**src/rtl/reg_pipe.sv**
```systemverilog
// reg_pipe: DEPTH-stage, WIDTH-bit register pipeline with per-stage valid, common advance
// enable, synchronous clear and registered occupancy. Define REG_PIPE_PARITY_EN for per-stage parity.
module reg_pipe #(
  parameter int               WIDTH   = 4,
  parameter int               DEPTH   = 4,
  parameter logic [WIDTH-1:0] RST_VAL = '0,
  localparam int              FILL_W  = $clog2(DEPTH + 1)
) (
  input  logic              clk,
  input  logic              reset,
  input  logic              En,
  input  logic              clr,
  input  logic [WIDTH-1:0]  D,
  input  logic              D_vld,
  input  logic              inj,
  output logic [WIDTH-1:0]  Q,
  output logic              Q_vld,
  output logic [FILL_W-1:0] fill,
  output logic              full,
  output logic              empty,
  output logic              parity_err
);

  function automatic logic f_parity(input logic [WIDTH-1:0] d);
    return ^d;
  endfunction

  logic [WIDTH-1:0]  r_data [DEPTH];
  logic [DEPTH-1:0]  r_vld;
  logic [FILL_W-1:0] r_fill;
  logic [FILL_W-1:0] w_fill_nxt;

  // Occupancy tracks entries and exits only; a word entering while another leaves nets zero.
  always_comb begin
    w_fill_nxt = r_fill;
    case ({D_vld, r_vld[DEPTH-1]})
      2'b10:   w_fill_nxt = r_fill + FILL_W'(1);
      2'b01:   w_fill_nxt = r_fill - FILL_W'(1);
      default: w_fill_nxt = r_fill;
    endcase
  end

  always_ff @(posedge clk or negedge reset) begin
    if (!reset) begin
      for (int i = 0; i < DEPTH; i++) r_data[i] <= RST_VAL;
      r_vld  <= '0;
      r_fill <= '0;
    end else if (clr) begin
      for (int i = 0; i < DEPTH; i++) r_data[i] <= RST_VAL;
      r_vld  <= '0;
      r_fill <= '0;
    end else if (En) begin
      r_data[0] <= D;
      r_vld[0]  <= D_vld;
      for (int i = 1; i < DEPTH; i++) begin
        r_data[i] <= r_data[i-1];
        r_vld[i]  <= r_vld[i-1];
      end
      r_fill <= w_fill_nxt;
    end
  end

  assign Q     = r_data[DEPTH-1];
  assign Q_vld = r_vld[DEPTH-1];
  assign fill  = r_fill;
  assign full  = (r_fill == FILL_W'(DEPTH));
  assign empty = (r_fill == '0);

`ifdef REG_PIPE_PARITY_EN
  logic [DEPTH-1:0] r_par;

  // Parity is generated once at capture so corruption anywhere downstream shows at the output.
  always_ff @(posedge clk or negedge reset) begin
    if (!reset) begin
      r_par <= {DEPTH{f_parity(RST_VAL)}};
    end else if (clr) begin
      r_par <= {DEPTH{f_parity(RST_VAL)}};
    end else if (En) begin
      r_par[0] <= f_parity(D) ^ inj;
      for (int i = 1; i < DEPTH; i++) r_par[i] <= r_par[i-1];
    end
  end

  assign parity_err = r_vld[DEPTH-1] & (f_parity(r_data[DEPTH-1]) != r_par[DEPTH-1]);
`else
  logic w_unused_inj;
  assign w_unused_inj = inj;
  assign parity_err   = 1'b0;
`endif

endmodule
```
**config.mk**
```make
export PLATFORM = sky130hd
export DESIGN_NAME = reg_pipe
export DESIGN_NICKNAME = d
export VERILOG_FILES = /design/src/rtl/reg_pipe.sv
export SDC_FILE = /design/constraint.sdc
export NUM_CORES = 1
export LEC_CHECK = 0
export BUFFER_PORTS_ARGS = -buffer_cell sky130_fd_sc_hd__buf_2
export CORE_ASPECT_RATIO = 0.8
export CORE_MARGIN = 2
export CORE_UTILIZATION = 33
export DETAILED_ROUTE_END_ITERATION = 8
export GPL_ROUTABILITY_DRIVEN = 0
export GPL_TIMING_DRIVEN = 1
export PLACE_DENSITY = 0.55
export RECOVER_POWER = 25
export SKIP_CTS_REPAIR_TIMING = 1
export SKIP_LAST_GASP = 1
export SLEW_MARGIN = 10
export SYNTH_ARGS = -nofsm -noshare
export SYNTH_HDL_FRONTEND = slang
export SYNTH_SLANG_ARGS = --single-unit
export TNS_END_PERCENT = 20
```
**constraint.sdc**
```tcl
create_clock -name clk -period 2 [get_ports clk]
set_input_delay 0.2 -clock clk [delete_from_list [all_inputs] [get_ports clk]]
set_output_delay 0.2 -clock clk [all_outputs]
set_load 0.02 [all_outputs]
```
==> results of run 1 <==
## routing by layer
metal  wire (microns)  vias to the layer above  share of wire [%]  GRT usage, %
met4                0                        0                  0          2.04
met5                0                        -                  0             0
met2              787                       17                 47          20.0
li1                 -                      333                  -             -
met1              787                      332                 47          13.5
met3              113                        0                6.7          4.32
## through the flow
stage                     util [%]  power (mW)
after floorplan                  -       0.550
after global placement        37.2       0.578
after detailed placement      37.2       0.581
after CTS                     38.8       0.869
after global routing          39.0       0.907
final                         39.0       0.853
## sequential cells by signal, indices dropped and copies added, names as in the netlist
| register | cells |
|---|---|
| r_data | 12 |
| Q | 4 |
| fill | 3 |
| r_vld | 4 |
## cell type report
| type | instances | area [sq um] |
|---|---|---|
| inverters | 1 | 3.75 |
| well taps | 40 | 50.0 |
| repair buffers | 21 | 110 |
| clock buffers | 3 | 41.3 |
| flip-flops and latches | 23 | 576 |
| multi-input cells | 59 | 405 |
| fillers | 335 | 1870 |
| clock inverters | 1 | 7.51 |
## report_power, final
part	switching, mW	internal, mW
sequential	0.00901	0.478
clock	0.142	0.141
combinational	0.0500	0.0336
## logic make-up (layout without fill, tap and decap cells)
family	count (synthesis)	count (layout)	synth area share (%)
compound gates	5	5	2.40
xor+xnor	2	2	1.68
fa+ha+maj	1	1	1.20
buf+inv	11	26	6.00
flops	23	23	55.2
mux	21	21	20.3
other cells	1	1	0.359
simple gates	29	29	13.0
## Yosys cell counts (all sizes together)
cell | n | share of area [%]
buf | 7 | 4.6
a21oi | 3 | 1.4
xnor2 | 2 | 1.7
nor2b | 1 | 0.60
ha | 1 | 1.2
mux2i | 20 | 19
conb | 1 | 0.36
nand2b | 1 | 0.60
o21ai | 2 | 0.96
or4b | 1 | 0.96
mux2 | 1 | 1.1
clkbuf | 3 | 1.1
nand3b | 2 | 1.4
or3 | 1 | 0.60
inv | 1 | 0.36
nor3 | 1 | 0.48
dfrtp | 23 | 55
nor2 | 21 | 7.6
nor3b | 1 | 0.72
## worst max path at each step
stage	startpoint	to	slack [ps]	cells after the start
after floorplan	r_vld[3]	fill[2]	30	6
after global routing	fill[1]	fill[2]	30	5
after global placement	D_vld	fill[2]	110	7
after detailed placement	D_vld	fill[2]	80	7
after CTS	fill[1]	fill[2]	110	5
final	fill[1]	fill[2]	120	5
## worst max-delay path, stage by stage, from the launching register on
cell     delay [ps]
dfrtp_1         440
xnor2_1         150
ha_1            200
or4b_1          460
a21oi_1         180
mux2_1          330
==> summary.md, run 1 <==
| Metric | Value |
|---|---|
| FF-to-FF End | fill[2] |
| H-tree depth | 1 |
| DR WL/cell | 11.4 microns |
| Worst-Skew Late Latency | 260 ps |
| Final Worst Setup Slack | 124 ps |
| Worst Tran Pin Value | approximately 1400 ps |
| Synth unique cells | 20 |
| Root Driver | clkbuf_8 |
| Initial antenna violation count | 0 |
| Dpl ws | 80.1 ps |
| Ant. Diodes | 0 |
| Num rows | 18 |
| Area Growth Syn to Fin | 14.4% |
| Maximum VDD drop | between 0.0004 and 0.0005 V |
| Total GRT Usage | a little under an eighth |
| Crit end category | register |
| Achievable frequency | between 500 and 600 MHz |
| Worst Setup Start Kind | register |
| Post-Place Cells | 143 |
| Num CTS Buffers | 3 |
| GRT overflow | 0 |
| Pwr dens | 714 nW/um^2 |
| Mapped Nets | 104 |
| Hpwl dp | 1.19 mm |
| Reg clk slew, reported paths | about 80 ps |
| Core footprint | a little over 3000 sq um |
| I/O Pins | 21 |
| Fin area | 1190 sq um |
| TritonRoute pass-1 iters | 4 |
| Tcrit/Tclk final | 93.8% |
| R2R depth | 5 |
| WHS Endpoint | r_data[14] |
| Port Buffers | 18 |
| Die X-Extent | 66.9 microns |
| Via-to-Cell Ratio | approximately 4.6 |
| Setup Crit Path Kind | reg2reg |
| Die Area | around 3600 sq um |
| Synth Area per Inst | between 10 and 15 sq um |
| Hold path depth | 3 |
| Fin cells | 148 |
| WHS | 185 ps |
| First-pass GRT wire length | 3.06 mm |
| Pins Over Slew Limit | 0 |
| RR Startpoint | fill[1] |
| Leak Pwr | 0.624 nW |
| Post-route DRC | 0 |
| Worst R2R Setup Slack | 120 ps |
| Outcome | finished, final reports clean |
| Syn Std Cell Area | between 1000 and 1500 sq um |
| Starting Density | 34.1% |
| Yosys reg bits | 23 |
| Worst-path fanout max | 6 |
| Post-DP Area | 1140 sq um |
| Drt total wl | between 1.5 and 2 mm |
| CTS tree | done |
| Commonest non-fill, non-tap cell in the layout | dfrtp_1 |
| Final Setup Violations | 0 |
| Via count | around 700 |
| Vias in the first global route | between 600 and 700 |
| Clk_skew | around 0.68 ps |
| Setup TNS | 0 ps |
| CTS sink count | 23 |
| Slew headroom | under 10% |
| Max clock buf depth | 2 |
| Period minus WS final | roughly 1900 ps |
| RSZ-0062 raised after global routing | no |
| Synth Instances | 93 |
| Initial drt markers | 13 |
| Critical Path RT | 2150 ps |
| Layout cells sized above 1 | a little over a fifth |
| Hold Crit Class | in2reg |
| Max_cap viols | 0 |
| Final #Nets | 120 |
| Hold path start | D[2] |
| Seq/Total Area, Yosys | 55.2% |
| Die height | 54.3 microns |
| ANT nets after route | 0 |
| Most frequent cells in the layout | dfrtp_1, nor2_1, mux2i_1 |
| Final Hold Violating Endpoints | 0 |
| Largest net degree at the start of global routing | 25 |
| WP data arrival | 2020 ps |
| Yosys warning count | 0 |
(Power assumes the default switching activity.)
==> run 2, diff against run 1 <==
--- a/config.mk
+++ b/config.mk
@@ -12,7 +12,7 @@
 export DETAILED_ROUTE_END_ITERATION = 8
 export GPL_ROUTABILITY_DRIVEN = 0
 export GPL_TIMING_DRIVEN = 1
-export PLACE_DENSITY = 0.55
+export PLACE_DENSITY = 0.57
 export RECOVER_POWER = 25
 export SKIP_CTS_REPAIR_TIMING = 1
 export SKIP_LAST_GASP = 1
==> constraint.sdc (replaced) <==
create_clock -name clk -period 1.61 [get_ports clk]
set_input_delay 0.161 -clock clk [delete_from_list [all_inputs] [get_ports clk]]
set_output_delay 0.161 -clock clk [all_outputs]
set_load 0.02 [all_outputs]
==> run 2 against run 1 <==
Effect of this change:
- the flow now finishes with violations (negative setup slack)
- count of clock-buffer cells in the layout is 1 higher
- fmax is 3.6% higher
- critical path depth is 1 higher
==> summary.md, run 2 (synthesis gave the netlist of run 1 again) <==
| Metric | Value |
|---|---|
| Hold Crit Class | in2reg (unchanged) |
| Max_cap viols | 0 (unchanged) |
| Worst Tran Pin Value | 790 ps (was 1400 ps) |
| WP data arrival | 1970 ps (was 2020 ps) |
| Initial drt markers | 17 (was 13) |
| Internal power | 0.818 mW (was 0.652 mW) |
| Net Sw Frac | 23.9% (was 23.5%) |
| Period minus WS final | 1810 ps (was 1880 ps) |
| R2R depth | 6 (was 5) |
| Reg power frac | 56.1% (was 57.1%) |
| Core footprint | 3060 sq um (unchanged) |
| Crit end category | register (unchanged) |
| H-tree depth | 1 (unchanged) |
| Largest net degree at the start of global routing | 24 (was 25) |
| Vias in the first global route | 687 (was 662) |
| Via count | 699 (was 682) |
| Die Area | 3630 sq um (unchanged) |
| Area Growth Syn to Fin | 19.2% (was 14.4%) |
| Maximum VDD drop | 0.000486 V (was 0.000401 V) |
| Final Setup Violations | 1 (was 0) |
| FF-to-FF End | fill[2] (unchanged) |
| Worst R2R Setup Slack | -200 ps (was 120 ps) |
| RSZ-0062 raised after global routing | yes (was no) |
| Pins Over Slew Limit | 0 (unchanged) |
| Die height | 54.3 microns (unchanged) |
| Tcrit/Tclk final | 112% (was 93.8%) |
| Worst-path fanout max | 2 (was 6) |
| I/O Pins | 21 (unchanged) |
| Worst-Skew Late Latency | 270 ps (was 260 ps) |
| Clock power share | 33.2% (was 33.1%) |
| Switching power | 0.256 mW (was 0.201 mW) |
| Post-route DRC | 0 (unchanged) |
| Logic gate share of total power | 10.7% (was 9.8%) |
| Slew headroom | 47.3% (was 6.35%) |
| GRT overflow | 0 (unchanged) |
| Outcome | complete, but fails checks (was finished, final reports clean) |
| Achievable frequency | 552 MHz (was 533 MHz) |
| Top reg by flops | r_data (unchanged) |
| Die X-Extent | 66.9 microns (unchanged) |
| Max clock buf depth | 2 (unchanged) |
| Hold path start | D[1] (was D[2]) |
| First-pass GRT wire length | 3.16 mm (was 3.06 mm) |
| Max reg flops | 12 (unchanged) |
| Initial antenna violation count | 0 (unchanged) |
| Via-to-Cell Ratio | 4.57 (was 4.61) |
| CTS tree | done (unchanged) |
| Sequential standard cell area | 577 sq um (was 576 sq um) |
| ANT nets after route | 0 (unchanged) |
| Fillcell total | 330 (was 335) |
| Final #Nets | 125 (was 120) |
| Critical Path RT | 1770 ps (was 2150 ps) |
| Multi-input logic area | 419 sq um (was 405 sq um) |
| Worst Setup Start Kind | register (unchanged) |
| Setup Crit Path Kind | reg2reg (unchanged) |
| WHS | 135 ps (was 185 ps) |
| Reg clk slew, reported paths | 80 ps (about the same) |
| Layout cells sized above 1 | 29.2% (was 21.3%) |
| Commonest non-fill, non-tap cell in the layout | dfrtp_1 (unchanged) |
| Leak Pwr | 0.651 nW (was 0.624 nW) |
| Drt total wl | 1.88 mm (was 1.69 mm) |
| Total GRT Usage | 12.2% (was 11.3%) |
| Final Hold Violating Endpoints | 0 (unchanged) |
| RR Startpoint | r_vld[3] (was fill[1]) |
| Port Buffers | 18 (unchanged) |
| CTS sink count | 23 (unchanged) |
| Final Util | 40.6% (was 39.0%) |
| WHS Endpoint | r_data[13] (was r_data[14]) |
| Num rows | 18 (unchanged) |
| Pwr dens | 863 nW/um^2 (was 714 nW/um^2) |
| Clk_skew | 8.67 ps (was 0.675 ps) |
| Root Driver | clkbuf_8 (unchanged) |
| Num CTS Buffers | 3 (unchanged) |
| Starting Density | 34.1% (unchanged) |
| Hpwl dp | 1.23 mm (was 1.19 mm) |
| TritonRoute pass-1 iters | 2 (was 4) |
| Most frequent cells in the layout | dfrtp_1, nor2_1, mux2i_1 (unchanged) |
| Failing checks | negative setup slack |
| DR WL/cell | 12.3 microns (was 11.4 microns) |
| Hold path depth | 3 (unchanged) |
| Final Worst Setup Slack | -200 ps (was 124 ps) |
| Ant. Diodes | 0 (unchanged) |
==> run 2: critical path, cell delays in order, from the launching register on <==
cell	delay [ps]
dfrtp_2	410
nand2b_1	90
xnor2_1	70
ha_2	190
or4b_4	480
a21oi_2	170
mux2_4	310
==> run 2: power by group through the flow <==
| stage | Combinational [mW] | Clock (mW) | Sequential, mW |
|---|---|---|---|
| 2_1_floorplan | 0.0660 | 0 | 0.617 |
| 3_3_place_gp | 0.116 | 0 | 0.614 |
| 3_5_place_dp | 0.118 | 0 | 0.614 |
| 4_1_cts | 0.119 | 0.381 | 0.603 |
| 5_1_grt | 0.128 | 0.403 | 0.605 |
| 6_report | 0.115 | 0.356 | 0.603 |
==> run 2: routing by layer <==
metal  vias up  track usage (%)  wire, microns
met2        19             18.2            803
li1        340                -              -
met1       336             16.4            924
met4         0             5.10             32
met5         -                0              0
met3         4             4.12            119
==> run 2: area by class of cell <==
class	count	share of cell area [%]
sequential	23	46.4
multi-input combinational	59	33.7
timing repair buffer	26	12.0
tap	40	4.02
clock buffer	4	3.62
inverter	1	0.302
==> run 2: worst max path at each step <==
stage	startpoint	end	slack, ps
6_report	r_vld[3]	fill[2]	-200
5_1_grt	r_vld[3]	fill[2]	-290
3_5_place_dp	D_vld	fill[2]	-190
3_3_place_gp	D_vld	fill[2]	-170
4_1_cts	r_vld[3]	fill[2]	-210
2_1_floorplan	r_vld[3]	fill[2]	-240
==> run 2: per-stage QoR <==
stage               TNS (ps)  instances  instance area (sq um)  total power [mW]  setup slack (ps)
detailed placement      -185        147                   1190             0.733              -185
global placement        -166        147                   1190             0.730              -166
CTS                     -206        151                   1230              1.10              -206
finish                  -200        153                   1240              1.07              -200
global route            -286        153                   1240              1.14              -286
floorplan               -244         93                   1050             0.683              -244
==> run 3, diff against run 2 <==
--- a/config.mk
+++ b/config.mk
@@ -7,7 +7,7 @@
 export LEC_CHECK = 0
 export BUFFER_PORTS_ARGS = -buffer_cell sky130_fd_sc_hd__buf_2
 export CORE_ASPECT_RATIO = 0.8
-export CORE_MARGIN = 2
+export CORE_MARGIN = 8
 export CORE_UTILIZATION = 33
 export DETAILED_ROUTE_END_ITERATION = 8
 export GPL_ROUTABILITY_DRIVEN = 0
==> run 3 against run 2 <==
Effect of this change:
- the flow still finishes with violations (negative setup slack)
- worst hold slack improved by 7.3 ps
- critical path depth unchanged
- fmax increased by 0.83%
- critical endpoint unchanged
- largest cell class unchanged
- highest routed layer unchanged
==> summary.md, run 3 (synthesis gave the netlist of run 1 again) <==
| Metric | Value |
|---|---|
| Slew headroom | 57.9% (was 47.3%) |
| I/O Pins | 21 (unchanged) |
| Area Growth Syn to Fin | 18.1% (was 19.2%) |
| Num CTS Buffers | 3 (unchanged) |
| Max reg flops | 12 (unchanged) |
| Maximum VDD drop | 0.000556 V (was 0.000486 V) |
| Multi-input logic area | 415 sq um (was 419 sq um) |
| Worst-Skew Late Latency | 260 ps (was 270 ps) |
| CTS tree | done (unchanged) |
| Clk_skew | 1.64 ps (was 8.67 ps) |
| Hpwl dp | 1.33 mm (was 1.23 mm) |
| Port Buffers | 18 (unchanged) |
| Total power | 1.07 mW (about the same) |
| Pwr dens | 865 nW/um^2 (was 863 nW/um^2) |
| Die Area | 5230 sq um (was 3630 sq um) |
| Achievable frequency | 557 MHz (was 552 MHz) |
| Initial drt markers | 40 (was 17) |
| CTS sink count | 23 (unchanged) |
| Leak Pwr | 0.643 nW (was 0.651 nW) |
| Commonest non-fill, non-tap cell in the layout | dfrtp_1 (unchanged) |
| WHS | 142 ps (was 135 ps) |
| Core footprint | 3060 sq um (unchanged) |
| Starting Density | 34.1% (unchanged) |
| Worst-path fanout max | 2 (unchanged) |
| WP data arrival | 1940 ps (was 1970 ps) |
| Tcrit/Tclk final | 111% (was 112%) |
| Setup Crit Path Kind | reg2reg (unchanged) |
| Final Worst Setup Slack | -185 ps (was -200 ps) |
| Layout cells sized above 1 | 27.7% (was 29.2%) |
| Worst Setup Start Kind | register (unchanged) |
| Root Driver | clkbuf_8 (unchanged) |
| Total GRT Usage | 7.61% (was 12.2%) |
| Post-route DRC | 0 (unchanged) |
| Most frequent cells in the layout | dfrtp_1, nor2_1, mux2i_1 (unchanged) |
| TritonRoute pass-1 iters | 2 (unchanged) |
| Final Hold Violating Endpoints | 0 (unchanged) |
| Max_cap viols | 0 (unchanged) |
| ANT nets after route | 0 (unchanged) |
| Die height | 66.3 microns (was 54.3 microns) |
| Max clock buf depth | 2 (unchanged) |
| Final #Nets | 124 (was 125) |
| Failing checks | negative setup slack (unchanged) |
| Via-to-Cell Ratio | 4.53 (was 4.57) |
| Outcome | complete, but fails checks (unchanged) |
| Fillcell total | 321 (was 330) |
| First-pass GRT wire length | 3.11 mm (was 3.16 mm) |
| Sequential standard cell area | 577 sq um (unchanged) |
| Crit end category | register (unchanged) |
| Pins Over Slew Limit | 0 (unchanged) |
| Final Setup Violations | 1 (unchanged) |
| DR WL/cell | 12.4 microns (was 12.3 microns) |
| Top reg by flops | r_data (unchanged) |
| GRT overflow | 0 (unchanged) |
| Num rows | 18 (unchanged) |
| Worst Tran Pin Value | 632 ps (was 790 ps) |
| RSZ-0062 raised after global routing | yes (unchanged) |
| Critical Path RT | 1760 ps (was 1770 ps) |
| Period minus WS final | 1800 ps (was 1810 ps) |
| Hold Crit Class | in2reg (unchanged) |
| Drt total wl | 1.88 mm (about the same) |
| Ant. Diodes | 0 (unchanged) |
| Reg clk slew, reported paths | 80 ps (about the same) |
| Largest net degree at the start of global routing | 24 (unchanged) |
| Via count | 688 (was 699) |
| Vias in the first global route | 676 (was 687) |
| Initial antenna violation count | 0 (unchanged) |
| H-tree depth | 1 (unchanged) |
| Die X-Extent | 78.9 microns (was 66.9 microns) |
==> run 3: changes by cell type in the layout (fill, tap and decap cells not counted), sizes merged <==
cell | before | now
clkbuf | 5 | 6
buf | 24 | 22
==> run 3: layout make-up <==
class                      count  share of cell area [%]
timing repair buffer          25                    11.5
inverter                       1                   0.305
tap                           40                    4.06
multi-input combinational     59                    33.7
clock buffer                   4                    3.65
sequential                    23                    46.8
==> run 3: final timing paths <==
kind | depth (start not counted) | startpoint | slack (ps) | to
max | 6 | r_vld[3] | -190 | fill[2]
min | 3 | D[2] | 140 | r_data[14]
max reg2reg | 6 | r_vld[3] | -190 | fill[2]
min reg2reg | 2 | r_vld[2] | 520 | r_vld[2]
max in group asynchronous | 2 | reset | 820 | r_vld[3]
min in group asynchronous | 2 | reset | 410 | r_vld[0]
==> run 3: report_power, final <==
group | internal [mW] | switching, mW
registers | 0.594 | 0.00901
clock network | 0.176 | 0.173
logic | 0.0470 | 0.0664
==> run 3: metrics by stage <==
stage / setup TNS [ps] / setup WS (ps) / utilization (%) / cells / instance area, sq um
6_report: -185 / -185 / 40.2 / 152 / 1230
5_1_grt: -249 / -249 / 40.2 / 152 / 1230
4_1_cts: -204 / -204 / 39.8 / 151 / 1220
3_5_place_dp: -185 / -185 / 38.3 / 147 / 1170
3_3_place_gp: -163 / -163 / 38.3 / 147 / 1170
2_1_floorplan: -244 / -244 / - / 93 / 1050
==> run 3: worst max-delay path: stages (launching register included) <==
cell and delay, ps:
dfrtp_2 400, nand2b_1 80, xnor2_1 90, ha_2 180
or4b_1 480, a21oi_2 150, mux2_4 310
==> run 3: per-layer routing <==
metal | track usage, % | vias up | share of wire [%]
met5 | 0 | - | 0
met1 | 8.69 | 330 | 46
met3 | 4.48 | 2 | 11
met4 | 2.76 | 0 | 0.75
met2 | 11.6 | 18 | 42
li1 | - | 338 | -
